===== src/rtl/calc_pkg.sv =====
// Shared types and constants for the hex calculator control path.
package calc_pkg;

  localparam int unsigned OPW = 2;

  typedef logic [OPW-1:0] op_t;

  localparam op_t OP_ADD = OPW'(0);
  localparam op_t OP_SUB = OPW'(1);
  localparam op_t OP_MUL = OPW'(2);
  localparam op_t OP_DIV = OPW'(3);

  typedef enum logic [2:0] {
    S_FLOW,
    S_ENTRY,
    S_EXEC,
    S_WB,
    S_ERR
  } state_t;

  // One-cycle strobes toward the register bank and ALU
  typedef struct packed {
    logic v1_shift;
    logic v1_overwrite;
    logic v1_load_ans;
    logic v2_load;
    logic alu_start;
  } strobe_t;

endpackage


===== src/rtl/calc_sequencer_if.sv =====
// Keypad/ALU-facing handshake bundle of the calculator sequencer.
interface calc_sequencer_if;
  import calc_pkg::*;

  logic newhex;
  logic newop;
  op_t  opcode;
  logic eq;
  logic alu_done;
  logic alu_ovf;
  logic v1_shift;
  logic v1_overwrite;
  logic v1_load_ans;
  logic v2_load;
  logic alu_start;
  op_t  alu_op;
  logic busy;
  logic err;

  modport master (
    output newhex, newop, opcode, eq, alu_done, alu_ovf,
    input  v1_shift, v1_overwrite, v1_load_ans, v2_load, alu_start, alu_op, busy, err
  );

  modport slave (
    input  newhex, newop, opcode, eq, alu_done, alu_ovf,
    output v1_shift, v1_overwrite, v1_load_ans, v2_load, alu_start, alu_op, busy, err
  );
endinterface


===== src/rtl/calc_watchdog.sv =====
// Saturating cycle counter that flags an ALU operation overrunning its budget.
module calc_watchdog #(
  parameter int unsigned TIMEOUT_CYC = 64
) (
  input  logic clock,
  input  logic reset,
  input  logic clear,
  input  logic enable,
  output logic expired_c
);
  localparam int unsigned CW = $clog2(TIMEOUT_CYC);

  logic [CW-1:0] cnt;

  assign expired_c = (cnt == CW'(TIMEOUT_CYC - 1));

  always_ff @(posedge clock) begin
    if (reset || clear) begin
      cnt <= '0;
    end else if (enable && !expired_c) begin
      cnt <= cnt + CW'(1);
    end
  end
endmodule


===== src/rtl/calc_sequencer.sv =====
// Calculator control FSM: keypad events to register strobes and ALU handshake.
// Optional operator chaining is enabled by defining CALC_CHAIN_EN.
module calc_sequencer
  import calc_pkg::*;
#(
  parameter int unsigned TIMEOUT_CYC = 64
) (
  input logic             clock,
  input logic             reset,
  calc_sequencer_if.slave bus
);
  state_t  state_q, state_d;
  logic    op_valid_q, op_valid_d;
  op_t     alu_op_q, alu_op_d;
  strobe_t strb_q, strb_d;
  logic    busy_q, err_q;
  logic    wd_clear;
  logic    wd_expired_c;
`ifdef CALC_CHAIN_EN
  op_t     op_nxt_q, op_nxt_d;
  logic    chain_q, chain_d;
`endif

  calc_watchdog #(.TIMEOUT_CYC(TIMEOUT_CYC)) u_watchdog (
    .clock     (clock),
    .reset     (reset),
    .clear     (wd_clear),
    .enable    (state_q == S_EXEC),
    .expired_c (wd_expired_c)
  );

  // Next-state and strobe decode; eq outranks newop which outranks newhex
  always_comb begin
    state_d    = state_q;
    op_valid_d = op_valid_q;
    alu_op_d   = alu_op_q;
    strb_d     = '0;
    wd_clear   = 1'b0;
`ifdef CALC_CHAIN_EN
    op_nxt_d   = op_nxt_q;
    chain_d    = chain_q;
`endif
    case (state_q)
      S_FLOW, S_ENTRY: begin
        if (bus.eq) begin
          if (op_valid_q) begin
            strb_d.alu_start = 1'b1;
            wd_clear         = 1'b1;
            state_d          = S_EXEC;
`ifdef CALC_CHAIN_EN
            chain_d          = 1'b0;
`endif
          end else begin
            state_d = S_FLOW;
          end
        end else if (bus.newop) begin
`ifdef CALC_CHAIN_EN
          if (state_q == S_ENTRY && op_valid_q) begin
            op_nxt_d         = bus.opcode;
            chain_d          = 1'b1;
            strb_d.alu_start = 1'b1;
            wd_clear         = 1'b1;
            state_d          = S_EXEC;
          end else
`endif
          begin
            strb_d.v2_load = 1'b1;
            alu_op_d       = bus.opcode;
            op_valid_d     = 1'b1;
            state_d        = S_FLOW;
          end
        end else if (bus.newhex) begin
          if (state_q == S_FLOW) begin
            strb_d.v1_overwrite = 1'b1;
            state_d             = S_ENTRY;
          end else begin
            strb_d.v1_shift = 1'b1;
          end
        end
      end
      S_EXEC: begin
        if (bus.alu_done) begin
          strb_d.v1_load_ans = 1'b1;
          if (bus.alu_ovf) begin
            state_d = S_ERR;
          end else begin
            op_valid_d = 1'b0;
            state_d    = S_FLOW;
`ifdef CALC_CHAIN_EN
            if (chain_q) state_d = S_WB;
`endif
          end
        end else if (wd_expired_c) begin
          state_d = S_ERR;
        end
      end
`ifdef CALC_CHAIN_EN
      S_WB: begin
        strb_d.v2_load = 1'b1;
        alu_op_d       = op_nxt_q;
        op_valid_d     = 1'b1;
        chain_d        = 1'b0;
        state_d        = S_FLOW;
      end
`endif
      S_ERR: begin
        if (bus.newhex) begin
          strb_d.v1_overwrite = 1'b1;
          op_valid_d          = 1'b0;
          state_d             = S_ENTRY;
        end
      end
      default: state_d = S_FLOW;
    endcase
  end

  always_ff @(posedge clock) begin
    if (reset) begin
      state_q    <= S_FLOW;
      op_valid_q <= 1'b0;
      alu_op_q   <= '0;
      strb_q     <= '0;
      busy_q     <= 1'b0;
      err_q      <= 1'b0;
`ifdef CALC_CHAIN_EN
      op_nxt_q   <= '0;
      chain_q    <= 1'b0;
`endif
    end else begin
      state_q    <= state_d;
      op_valid_q <= op_valid_d;
      alu_op_q   <= alu_op_d;
      strb_q     <= strb_d;
      busy_q     <= (state_d == S_EXEC) || (state_d == S_WB);
      err_q      <= (state_d == S_ERR);
`ifdef CALC_CHAIN_EN
      op_nxt_q   <= op_nxt_d;
      chain_q    <= chain_d;
`endif
    end
  end

  assign bus.v1_shift     = strb_q.v1_shift;
  assign bus.v1_overwrite = strb_q.v1_overwrite;
  assign bus.v1_load_ans  = strb_q.v1_load_ans;
  assign bus.v2_load      = strb_q.v2_load;
  assign bus.alu_start    = strb_q.alu_start;
  assign bus.alu_op       = alu_op_q;
  assign bus.busy         = busy_q;
  assign bus.err          = err_q;
endmodule

===== src/flat_wrapper.sv =====
// flat-port wrapper written by rule: the top's interface ports become plain ports
module calc_sequencer_flat import calc_pkg::*;
#(
  parameter int unsigned TIMEOUT_CYC = 64
)
  (clock, reset, bus_newhex, bus_newop, bus_opcode, bus_eq, bus_alu_done, bus_alu_ovf, bus_v1_shift, bus_v1_overwrite, bus_v1_load_ans, bus_v2_load, bus_alu_start, bus_alu_op, bus_busy, bus_err);
  calc_sequencer_if bus_i ();
  input logic clock;
  input logic reset;
  input wire logic [$bits(bus_i.newhex)-1:0] bus_newhex;
  input wire logic [$bits(bus_i.newop)-1:0] bus_newop;
  input wire logic [$bits(bus_i.opcode)-1:0] bus_opcode;
  input wire logic [$bits(bus_i.eq)-1:0] bus_eq;
  input wire logic [$bits(bus_i.alu_done)-1:0] bus_alu_done;
  input wire logic [$bits(bus_i.alu_ovf)-1:0] bus_alu_ovf;
  output wire logic [$bits(bus_i.v1_shift)-1:0] bus_v1_shift;
  output wire logic [$bits(bus_i.v1_overwrite)-1:0] bus_v1_overwrite;
  output wire logic [$bits(bus_i.v1_load_ans)-1:0] bus_v1_load_ans;
  output wire logic [$bits(bus_i.v2_load)-1:0] bus_v2_load;
  output wire logic [$bits(bus_i.alu_start)-1:0] bus_alu_start;
  output wire logic [$bits(bus_i.alu_op)-1:0] bus_alu_op;
  output wire logic [$bits(bus_i.busy)-1:0] bus_busy;
  output wire logic [$bits(bus_i.err)-1:0] bus_err;
  assign bus_i.newhex = bus_newhex;
  assign bus_i.newop = bus_newop;
  assign bus_i.opcode = bus_opcode;
  assign bus_i.eq = bus_eq;
  assign bus_i.alu_done = bus_alu_done;
  assign bus_i.alu_ovf = bus_alu_ovf;
  assign bus_v1_shift = bus_i.v1_shift;
  assign bus_v1_overwrite = bus_i.v1_overwrite;
  assign bus_v1_load_ans = bus_i.v1_load_ans;
  assign bus_v2_load = bus_i.v2_load;
  assign bus_alu_start = bus_i.alu_start;
  assign bus_alu_op = bus_i.alu_op;
  assign bus_busy = bus_i.busy;
  assign bus_err = bus_i.err;
  calc_sequencer #(.TIMEOUT_CYC(TIMEOUT_CYC)) u_core (.clock(clock), .reset(reset), .bus(bus_i));
endmodule

===== config.mk =====
export PLATFORM = sky130hd
export DESIGN_NAME = calc_sequencer_flat
export DESIGN_NICKNAME = d
export VERILOG_FILES = /design/src/rtl/calc_pkg.sv /design/src/rtl/calc_sequencer_if.sv /design/src/rtl/calc_watchdog.sv /design/src/rtl/calc_sequencer.sv /design/src/flat_wrapper.sv
export SDC_FILE = /design/constraint.sdc
export NUM_CORES = 1
export LEC_CHECK = 0
export BUFFER_PORTS_ARGS = -buffer_cell sky130_fd_sc_hd__buf_2
export CORE_MARGIN = 4
export CORE_UTILIZATION = 55
export CTS_CLUSTER_SIZE = 40
export DETAILED_ROUTE_END_ITERATION = 16
export PLACE_DENSITY = 0.8
export SYNTH_ARGS = -nofsm -noshare
export SYNTH_HDL_FRONTEND = slang
export SYNTH_SLANG_ARGS = --single-unit

===== constraint.sdc =====
create_clock -name clock -period 3.3 [get_ports clock]
set_input_delay 0.495 -clock clock [delete_from_list [all_inputs] [get_ports clock]]
set_output_delay 0.495 -clock clock [all_outputs]
set_load 0.005 [all_outputs]

==> impl_table.tex <==
\begin{tabular}{lr}
\hline
Metric & Value \\
\hline
\multicolumn{2}{l}{\textbf{Status}} \\
\quad Outcome & finished clean \\
\multicolumn{2}{l}{\textbf{Synthesis}} \\
\quad Library cell occupying the most area in the post-synthesis netlist & dfxtp\_1 \\
\quad Most area-consuming cells after synthesis & dfxtp\_1 (43\%), mux2i\_1 (5.7\%), a311oi\_1 (4.0\%) \\
\quad Most used DFF post-synth & dfxtp\_1 \\
\quad Count of warnings emitted by yosys & 0 \\
\quad Mapped Cells & 90 \\
\quad Syn avg cell area & 9.73 sq um \\
\quad Top-count cell post-synth & dfxtp\_1 \\
\quad Combined area of all synthesized cells & 876 sq um \\
\quad Portion of synthesized cell area occupied by the leading cell type & 0.434 \\
\quad Fraction of registers with async set/reset & 0 \\
\quad Synth cell count leaders & dfxtp\_1 (19), nor2\_1 (7), a21oi\_1 (5), mux2i\_1 (5) \\
\quad Flip-flop and latch count after synthesis & 19 \\
\quad Sequential-to-total area share from yosys stat & 0.434 \\
\quad Post-synth EDFFs & 0 \\
\quad Total nets after synthesis & 100 \\
\quad Count of different cell masters after synthesis & 36 \\
\multicolumn{2}{l}{\textbf{Place}} \\
\quad Worst-case setup slack after placement & 1.71 ns \\
\quad PortBufs & 17 \\
\quad HPWL after detailed placement & 1210 microns \\
\quad Final weighted congestion in routability-driven placement & 0.799 \\
\multicolumn{2}{l}{\textbf{Finish}} \\
\quad Ant. Diodes & 0 \\
\quad Total number of nets in the final design & 115 \\
\quad Area Growth Syn to Fin & 11.3\% \\
\quad Share of final-layout standard cells stronger than drive strength 1 & 0.221 \\
\multicolumn{2}{l}{\textbf{Critical path}} \\
\quad Largest fanout of any net on the critical path & 14 \\
\quad Count of cell instances traversed by the critical path & 3 \\
\quad Launching instance or port of the critical path & u\_core.state\_q[2] \\
\quad Kind of start point of the critical path & flop \\
\quad Longest individual stage delay on the worst path & 0.61 ns \\
\quad Start of the worst register-to-register path & u\_core.state\_q[2] \\
\quad Register-to-register setup slack & 1.70 ns \\
\quad Kind of capture point of the worst setup path & flop \\
\quad Arrival time of the worst setup path & 1.83 ns \\
\quad CP cell instances & nand4bb\_1, or3b\_1, mux2i\_1 \\
\quad Worst Path Required & 3.53 ns \\
\quad Startpoint-to-endpoint class of the critical path & reg -> reg \\
\quad Worst R2R End & u\_core.u\_watchdog.cnt[0] \\
\quad Buffering stage count on the worst path with inverters included & 0 \\
\quad End of the critical path & u\_core.u\_watchdog.cnt[0] \\
\quad Critical Path Slowest Stage Cell & dfxtp\_1 \\
\quad Top Family by Delay on Critical Path & simple AND/OR/NAND/NOR gates \\
\quad Depth of the most critical reg-to-reg path & 3 \\
\multicolumn{2}{l}{\textbf{Timing}} \\
\quad Part of the cycle the worst path needs & 0.484 \\
\quad RSZ-0062 raised after global routing & no \\
\quad Worst relative slew slack & 0.697 \\
\quad Setup violators final & 0 \\
\quad Final max-slew violation count & 0 \\
\quad Time the worst path needs with I/O delays and setup & 1.60 ns \\
\quad Summed negative setup slack over all endpoints & 0 ns \\
\quad Clock skew after layout & 0.00683 ns \\
\quad Min setup slack post-route & 1.70 ns \\
\quad Hold Vio Cnt, Final & 0 \\
\quad Fmax & 0.626 GHz \\
\quad Transition time at the pin with the least slew margin & 0.453 ns \\
\multicolumn{2}{l}{\textbf{Power}} \\
\quad Reported leakage power & 0.370 nW \\
\quad Portion of total power attributed to the clock network & 0.296 \\
\quad Ratio of total power to cell area & 407 mW/mm\^{}2 \\
\quad Switching Share & 0.240 \\
\quad Post-route total power & 397 uW \\
\quad Internal power of the cells & 301 uW \\
\quad Psw & 95.4 uW \\
\quad Share of power burned in combinational logic & 0.097 \\
\quad Maximum vdd drop & 0.208 mV \\
\quad Sequential share of power & 0.607 \\
\multicolumn{2}{l}{\textbf{CTS}} \\
\quad Cts bufs inserted & 3 \\
\quad Root Buffer Master & clkbuf\_4 \\
\quad H-Tree Level Count & 1 \\
\quad Resize count post-CTS & 0 \\
\quad Maximum buffer depth of the clock tree & 2 \\
\quad Number of buffers inserted by post-CTS setup repair & 0 \\
\quad TritonCTS clock tree & done \\
\quad Post-CTS Hold Fix Bufs & 0 \\
\quad Clock transition at path regs & 0.11 ns \\
\quad Sink Count & 19 \\
\quad Clock latency at the later pin of the worst-skew pair & 0.30 ns \\
\multicolumn{2}{l}{\textbf{Routing}} \\
\quad Final routed DRC violation total & 0 \\
\quad Residual antenna-violating net count after detailed routing & 0 \\
\quad First drt pass iteration count & 4 \\
\quad Total detailed-routing wirelength & 1760 microns \\
\quad Count of vias placed by the detailed router & 724 \\
\quad Count of routing violations after the opening detailed-route iteration & 22 \\
\quad Average wire length per cell after detail routing & 14.6 microns \\
\quad Ratio of routed vias to standard cells & 6.03 \\
\multicolumn{2}{l}{\textbf{Die}} \\
\quad Chip width & 47.9 microns \\
\quad Core Area & 0.00151 sq mm \\
\quad Number of rows in the core area & 14 \\
\quad Initial Util & 0.581 \\
\quad Die Footprint & 0.00229 sq mm \\
\quad Y dimension of the die & 47.9 microns \\
\quad IO Pins & 18 \\
\multicolumn{2}{l}{\textbf{Global routing}} \\
\quad Remaining Overflow, GRT & 0 \\
\quad First-pass GRT wire length & 2720 microns \\
\quad Number of antenna violations at the first check in global routing & 0 \\
\quad All-layer global routing usage & 0.169 \\
\quad Vias in the first global route & 619 \\
\quad Largest net degree at the start of global routing & 18 \\
\multicolumn{2}{l}{\textbf{Hold path}} \\
\quad Hold WC Path Type & in -> reg \\
\multicolumn{2}{l}{\textbf{Run}} \\
\quad Max-cap violations & 0 \\
\hline
\end{tabular}
[power by group through the flow]
stage	sequential [mW]	combinational [mW]	clock (mW)
floorplan	0.244	0.0268	0
global placement	0.246	0.0377	0
detailed placement	0.246	0.0382	0
CTS	0.241	0.0384	0.120
global route	0.242	0.0426	0.129
finish	0.241	0.0383	0.118
[registers in the layout (all words and copies together) (netlist names)]
name,flops
u_core.op_valid_q,1
u_core.bus.err,1
u_core.bus.v1_shift,1
u_core.bus.v1_load_ans,1
u_core.bus.v2_load,1
u_core.bus.busy,1
u_core.u_watchdog.cnt,6
u_core.bus.alu_start,1
u_core.bus.alu_op,2
u_core.bus.v1_overwrite,1
u_core.state_q,3
[layout by cell type, fill, tap and decap left out]
cell type	count
a2111oi_0	1
a21oi_1	5
a22oi_1	1
a311o_1	1
a311oi_1	4
a31oi_2	1
a41oi_1	2
and3_1	2
and4_1	1
buf_2	17
clkbuf_1	1
clkbuf_4	3
dfxtp_1	19
ha_1	1
inv_1	2
mux2i_1	5
nand2_1	1
nand2b_1	3
nand3_1	1
nand3b_1	4
nand4bb_1	1
nor2_1	7
nor2b_1	2
nor3_1	1
nor3b_1	3
nor4_1	3
nor4b_1	2
nor4b_2	1
o211ai_1	1
o21a_1	1
o21ai_0	1
o21ai_1	1
o21bai_1	1
o31ai_1	1
or3b_1	2
or3b_4	1
[routing by layer]
layer	vias to the layer above	global-route usage	share of wire	wire [microns]
met3	4	0.0338	0.051	89
met1	336	0.214	0.46	804
met2	14	0.280	0.47	833
met4	0	0.0645	0.016	28
li1	370	-	-	-
met5	-	0	0	0
[how the worst min path moves through the flow]
| stage | slack (ns) | from | cells past startpoint | to |
|---|---|---|---|---|
| detailed placement | 0.48 | u_core.bus.alu_op[0] | 2 | u_core.bus.alu_op[0] |
| global route | 0.45 | bus_opcode[1] | 3 | u_core.bus.alu_op[1] |
| finish | 0.44 | bus_opcode[1] | 3 | u_core.bus.alu_op[1] |
| CTS | 0.44 | bus_opcode[1] | 3 | u_core.bus.alu_op[1] |
| global placement | 0.47 | u_core.bus.alu_op[1] | 2 | u_core.bus.alu_op[1] |
| floorplan | 0.48 | u_core.bus.alu_op[0] | 2 | u_core.bus.alu_op[0] |
[kinds of logic after synthesis]
| group | after synthesis | share of synthesized area |
|---|---|---|
| AOI/OAI and AO/OA | 21 | 0.179 |
| adders and majority gates | 1 | 0.0143 |
| and+or+nand+nor | 35 | 0.270 |
| buffers and inverters | 9 | 0.0457 |
| muxes | 5 | 0.0571 |
| DFF | 19 | 0.434 |
[cell type report]
cell class / count / area, sq um
Clock buffer: 4 / 26.3
Fill cell: 141 / 532
Inverter: 2 / 7.51
Multi-Input combinational cell: 62 / 455
Sequential cell: 19 / 380
Tap cell: 16 / 20.0
Timing Repair Buffer: 17 / 85.1
[per-stage QoR]
step	hold WS [ns]	instance area, sq um	utilization	std cells
after floorplan	0.485	876	-	90
final	0.437	975	0.647	120
after global placement	0.470	948	0.630	116
after detailed placement	0.482	948	0.630	116
after CTS	0.437	975	0.647	120
after global routing	0.447	975	0.647	120
[worst reg2reg max path, cell delays in order, from the launching register on]
cell and delay, ns:
dfxtp_1 0.61, nand4bb_1 0.43, or3b_1 0.38, mux2i_1 0.12
Note: power is estimated with default switching activity, not from simulation.
